## src/rtl/data_mem_arb_pkg.sv

```systemverilog
// Shared types and helpers for the data-memory arbiter: FSM state encoding and
// the byte-lane merge used by read-modify-write stores.
package data_mem_arb_pkg;

  localparam int DATA_W = 32;
  localparam int BYTES  = DATA_W / 8;

  typedef enum logic [1:0] {
    IDLE,
    ACCESS,
    WRITE,
    RESP
  } state_t;

  // Lane k takes the new byte when be[k] is set, otherwise keeps the old byte.
  function automatic logic [DATA_W-1:0] merge_bytes(
    input logic [DATA_W-1:0] old_w,
    input logic [DATA_W-1:0] new_w,
    input logic [BYTES-1:0]  be
  );
    logic [DATA_W-1:0] res;
    res = old_w;
    for (int k = 0; k < BYTES; k++) begin
      if (be[k]) res[8*k +: 8] = new_w[8*k +: 8];
    end
    return res;
  endfunction

endpackage

```

## src/rtl/rr_arbiter.sv

```systemverilog
// Round-robin grant over NUM_REQ requesters; the search starts at the pointer
// and the pointer moves just past the winner only when the grant is taken.
module rr_arbiter #(
  parameter int NUM_REQ = 2
) (
  input  logic                       clk,
  input  logic                       rst,
  input  logic [NUM_REQ-1:0]         i_valid,
  input  logic                       i_accept,
  output logic [NUM_REQ-1:0]         o_grant,
  output logic [$clog2(NUM_REQ)-1:0] o_grant_idx,
  output logic                       o_any
);
  localparam int IW = $clog2(NUM_REQ);
  localparam int W1 = IW + 1;

  logic [IW-1:0] r_ptr;
  logic [IW-1:0] w_idx;
  logic [W1-1:0] w_sum;
  logic          w_any;

  // Scan offsets from far to near so the nearest valid requester wins.
  always_comb begin
    w_any = 1'b0;
    w_idx = '0;
    w_sum = '0;
    for (int i = NUM_REQ - 1; i >= 0; i--) begin
      w_sum = {1'b0, r_ptr} + W1'(i);
      if (w_sum >= W1'(NUM_REQ)) w_sum = w_sum - W1'(NUM_REQ);
      if (i_valid[w_sum[IW-1:0]]) begin
        w_any = 1'b1;
        w_idx = w_sum[IW-1:0];
      end
    end
  end

  assign o_any       = w_any;
  assign o_grant_idx = w_idx;
  assign o_grant     = w_any ? (NUM_REQ'(1) << w_idx) : '0;

  always_ff @(posedge clk or negedge rst) begin
    if (!rst) begin
      r_ptr <= '0;
    end else if (i_accept && w_any) begin
      r_ptr <= (w_idx == IW'(NUM_REQ - 1)) ? '0 : w_idx + 1'b1;
    end
  end

endmodule

```

## src/rtl/data_mem_arbiter.sv

```systemverilog
// Shares a single-port data memory between NUM_REQ requesters and turns
// byte-masked stores into read-modify-write sequences on whole-word writes.
module data_mem_arbiter
  import data_mem_arb_pkg::*;
#(
  parameter int N       = DATA_W,
  parameter int NUM_REQ = 2
) (
  input  logic                   clk,
  input  logic                   rst,
  input  logic [NUM_REQ-1:0]     req_valid,
  output logic [NUM_REQ-1:0]     req_ready,
  input  logic [NUM_REQ*N-1:0]   req_addr,
  input  logic [NUM_REQ-1:0]     req_we,
  input  logic [NUM_REQ*N-1:0]   req_wdata,
  input  logic [NUM_REQ*N/8-1:0] req_be,
  output logic [NUM_REQ-1:0]     resp_valid,
  output logic [N-1:0]           resp_rdata,
  output logic [N-1:0]           mem_addr,
  output logic                   mem_write_enable,
  output logic [N-1:0]           mem_write_data,
  input  logic [N-1:0]           mem_read_data
);
  localparam int NB = N / 8;
  localparam int IW = $clog2(NUM_REQ);

  state_t             r_state, w_next;
  logic [N-1:0]       r_addr, r_wdata, r_rdata;
  logic [NB-1:0]      r_be;
  logic               r_we;
  logic [IW-1:0]      r_id;
  logic [NUM_REQ-1:0] w_grant;
  logic [IW-1:0]      w_grant_idx;
  logic               w_any, w_idle, w_full, w_none;

  assign w_idle = (r_state == IDLE);
  assign w_full = &r_be;
  assign w_none = ~|r_be;

  rr_arbiter #(.NUM_REQ(NUM_REQ)) u_rr (
    .clk        (clk),
    .rst        (rst),
    .i_valid    (req_valid),
    .i_accept   (w_idle),
    .o_grant    (w_grant),
    .o_grant_idx(w_grant_idx),
    .o_any      (w_any)
  );

  // Ready is gated by reset directly so it drops the instant reset asserts.
  assign req_ready  = (w_idle && rst) ? w_grant : '0;
  assign mem_addr   = r_addr;
  assign resp_rdata = r_rdata;

  always_ff @(posedge clk or negedge rst) begin
    if (!rst) r_state <= IDLE;
    else      r_state <= w_next;
  end

  always_ff @(posedge clk or negedge rst) begin
    if (!rst) begin
      r_addr  <= '0;
      r_wdata <= '0;
      r_be    <= '0;
      r_we    <= 1'b0;
      r_id    <= '0;
      r_rdata <= '0;
    end else begin
      if (w_idle && w_any) begin
        r_addr  <= req_addr[w_grant_idx*N +: N];
        r_wdata <= req_wdata[w_grant_idx*N +: N];
        r_be    <= req_be[w_grant_idx*NB +: NB];
        r_we    <= req_we[w_grant_idx];
        r_id    <= w_grant_idx;
      end
      if (r_state == ACCESS) r_rdata <= mem_read_data;
    end
  end

  always_comb begin
    w_next           = r_state;
    mem_write_enable = 1'b0;
    mem_write_data   = '0;
    resp_valid       = '0;
    case (r_state)
      IDLE: begin
        if (w_any) w_next = ACCESS;
      end
      ACCESS: begin
        if (r_we && w_full) begin
          mem_write_enable = 1'b1;
          mem_write_data   = r_wdata;
          w_next           = RESP;
        end else if (r_we && !w_none) begin
          w_next = WRITE;
        end else begin
          w_next = RESP;
        end
      end
      WRITE: begin
        mem_write_enable = 1'b1;
        mem_write_data   = merge_bytes(r_rdata, r_wdata, r_be);
        w_next           = RESP;
      end
      RESP: begin
        resp_valid[r_id] = 1'b1;
        w_next           = IDLE;
      end
      default: w_next = IDLE;
    endcase
  end

endmodule

```

## config.mk

```make
export PLATFORM = sky130hd
export DESIGN_NAME = data_mem_arbiter
export DESIGN_NICKNAME = d
export VERILOG_FILES = /design/src/rtl/data_mem_arb_pkg.sv /design/src/rtl/rr_arbiter.sv /design/src/rtl/data_mem_arbiter.sv
export SDC_FILE = /design/constraint.sdc
export NUM_CORES = 1
export LEC_CHECK = 0
export CORE_UTILIZATION = 40
export CTS_BUF_LIST = sky130_fd_sc_hd__clkbuf_4
export DETAILED_ROUTE_END_ITERATION = 8
export PLACE_DENSITY = 0.79
export SYNTH_ARGS = -nofsm -noshare
export SYNTH_HDL_FRONTEND = slang
export SYNTH_HIERARCHICAL = 1
export SYNTH_SLANG_ARGS = --single-unit
```

## constraint.sdc

```tcl
create_clock -name clk -period 3.29 [get_ports clk]
set_clock_uncertainty 0.1 [all_clocks]
set_input_delay 0.4935 -clock clk [delete_from_list [all_inputs] [get_ports clk]]
set_output_delay 0.4935 -clock clk [all_outputs]
set_load 0.005 [all_outputs]
```

==> out/results.ini <==
[grt]
grt_pass1_vias = 5170
number_of_antenna_violations_at_the_first_check_in_global_routing = 1
maximum_number_of_pins_on_one_net_before_global_route_repair = 73
globalRoute.totalOverflow = 0
grt_use_total_pct = 23.6
grt_first_pass_wirelength_mm = 26.2

[sta]
setup_slack_ps = 189
post-route-period-util_pct = 94.3
grt_setup_unrepaired = no
setup_viol = 0
post_route_hold_slack_ps = 262
finalCriticalPeriod_ps = 3100
final_max_slew_viol_count = 0
tightestPinTransition_ps = 890
fin_tns_setup_ps = 0
count_of_endpoints_failing_hold_in_the_final_timing_report = 0
fmax_mhz = 322
timing.slew.headroom_pct = 40.7

[final_layout]
post_route_cells_drive_above_1_share_pct = 13.6
number_of_nets_in_the_final_layout = 959
finalCoreUtilization_pct = 64.8
syn_to_final_growth_pct = 55.0

[power]
seq_power_share_pct = 32.6
powerDensity_mw_per_mm2 = 849
combPwrFrac_pct = 57.4
clock_power_share_pct = 9.9
static-leakage-power_uw = 0.00344
power.ir.vdd_worst_v = 0.000379
p_int_uw = 4690
power.switching_fraction_pct = 36.6
power_switching_uw = 2710

[synth]
synth.yosys.seq_area_share_pct = 46.7
synth_top_area_cell = dfrtp_1
ys_async_sr_fraction_pct = 100
synth_most_common_cell = dfrtp_1
synth-seq-cells = 105
syn_area_mm2 = 0.00562
synth_nets = 700
yosysUniqueCellTypes = 29
post_synth_main_area_contributors = dfrtp_1 (47%), mux2_2 (13%), mux2i_1 (12%)
area_share_of_the_largest_cell_type_after_synthesis_pct = 46.7
synth_warn = 6
synthCells = 521
yosys-top-cells-count = dfrtp_1 (105), a21oi_1 (71), mux2i_1 (69), nor2_1 (69), mux2_2 (64)
synth.avg_cell_area_um2 = 10.8
number_of_enable_type_register_cells_in_the_synthesized_netlist = 0
synth_flop_cell = dfrtp_1

[setup_path]
crit_fanout = 17
timing.setup.critical_path_class = reg -> out
arrival_ps = 2510
critical_path.max_stage_delay_ps = 520
cp-start-kind = flop
cp_required_ps = 2700
critPathCaptureType = output pin
timing.critical_path.cells = inv_1 > ha_2 > and4_4 > a32oi_1 > nor2b_1 > clkdlybuf4s50_1
slowest_stage = clkdlybuf4s50_1

[clock_network]
cts_buffers = 9
postCtsSetupRepairBufs = 0
clk_transition_reported_paths_ps = 150
clock_latency_ps = 480
ctsLongestPathBuffers = 2
tritoncts = done
cts-htree-levels = 3
cts_num_sinks = 105
cts.root.buffer_cell = clkbuf_4

[floorplanning]
fp-row-count = 42
design.core.area_mm2 = 0.0135
die_ar_mm2 = 0.0145
floorplan.initialDensity_pct = 41.8
io_pins = 275
die_width_um = 121
fp.dieH_um = 121

[route]
drc_violation_count_after_routing = 0
detail_route.iter0.violations = 244
detail_route.wl_per_cell_um = 17.9
drt-vias-per-instance = 5.28
route.final.wire_length_mm = 17.2
final_antenna_net_count = 0
vias = 5083
drtPass1Iterations = 5

[place]
place_congestion = 0.790
preCtsSetupSlack_ps = 582
dpl.hpwl_mm = 12.5
port_buffers = 274

[outcome]
run_status = finished, final reports clean

[run]
max_cap_viol_count = 0

[hold_path]
holdCritPathClass = in -> async

[worst paths after layout]
kind	start	end	slack, ps	cells after the start
max reg2reg	r_state[0]$_DFFE_PN0P_	r_wdata[4]$_DFFE_PN0P_	1210	6
max in group asynchronous	rst	mem_addr[2]$_DFFE_PN0P_	1770	3
min in group clk	u_rr/r_ptr$_DFFE_PN0P_	u_rr/r_ptr$_DFFE_PN0P_	440	1
min reg2reg	u_rr/r_ptr$_DFFE_PN0P_	u_rr/r_ptr$_DFFE_PN0P_	440	1
min	rst	u_rr/r_ptr$_DFFE_PN0P_	260	2
max	r_state[1]$_DFFE_PN0P_	mem_write_data[7]	190	6
[power by group through the flow]
| stage | registers, µW | logic (µW) | clock network [µW] |
|---|---|---|---|
| after global routing | 2500 | 4600 | 811 |
| after detailed placement | 2430 | 4220 | 0 |
| after global placement | 2390 | 4100 | 0 |
| after CTS | 2410 | 4240 | 770 |
| after floorplan | 2350 | 2270 | 0 |
| final | 2420 | 4250 | 736 |
[metal layers]
metal	track usage, %	share of wire (%)	up-vias
li1	-	-	2392
met1	26.1	38	2447
met2	42.7	52	229
met3	7.92	8.5	15
met4	6.56	1.5	0
met5	0	0	-
[layout by cell type, fill, tap and decap left out, types with 2 or more instances in the layout]
cell and instances:
a21oi_1 71, dfrtp_1 105, clkinv_1 2, mux2_2 64, nand2_1 4, buf_12 3
nor2_1 69, clkinvlp_4 2, bufinv_16 2, clkbuf_4 10, mux2i_1 69, nor2b_1 33
ha_2 3, clkdlybuf4s50_1 273, a32oi_1 31, and4_4 2, and3_1 2, ha_1 2
o21ai_0 2, buf_4 16, inv_1 3
[cells by family after synthesis]
group / synth area share, %
compound gates: 12.5
fa+ha+maj: 1.11
buf+inv: 4.74
flops: 46.7
mux: 25.1
simple gates: 9.81
[area by class of cell]
type | instances | area (µm²)
Antenna cell | 1 | 2.50
Clock buffer | 10 | 75.1
Clock inverter | 6 | 82.6
Fill cell | 1099 | 4740
Inverter | 3 | 11.3
Multi-Input combinational cell | 367 | 2760
Sequential cell | 105 | 2630
Tap cell | 176 | 220
Timing Repair Buffer | 294 | 2930
[what timing repair did]
action                                  CTS  global route
cloned                                    0             1
hold buffers                              1             0
resized for setup                         1             4
endpoints found under the setup margin    1            33
endpoints found under the hold margin    28             0
pin swaps                                 0             1
[per-stage QoR]
step                instances  area, µm²  power [µW]
finish                    962       8720        7400
global route              962       8720        7920
CTS                       960       8690        7420
detailed placement        943       8520        6650
global placement          943       8520        6490
floorplan                 521       5620        4630
[sequential cells by signal, summed over array words and instances, names as in the netlist]
name / cells
r_state: 2
r_id: 1
u_rr/r_ptr: 1
mem_addr: 32
r_wdata: 32
r_we: 1
r_be: 4
resp_rdata: 32
[worst max-delay path: cells and delay by family (launching register included)]
| kind | cells | cell delay (ps) |
|---|---|---|
| buffers and inverters | 2 | 660 |
| and+or+nand+nor | 2 | 540 |
| DFF | 1 | 450 |
| adders and majority gates | 1 | 220 |
| AOI/OAI and AO/OA | 1 | 150 |
Power figures use the tool's default switching activity.
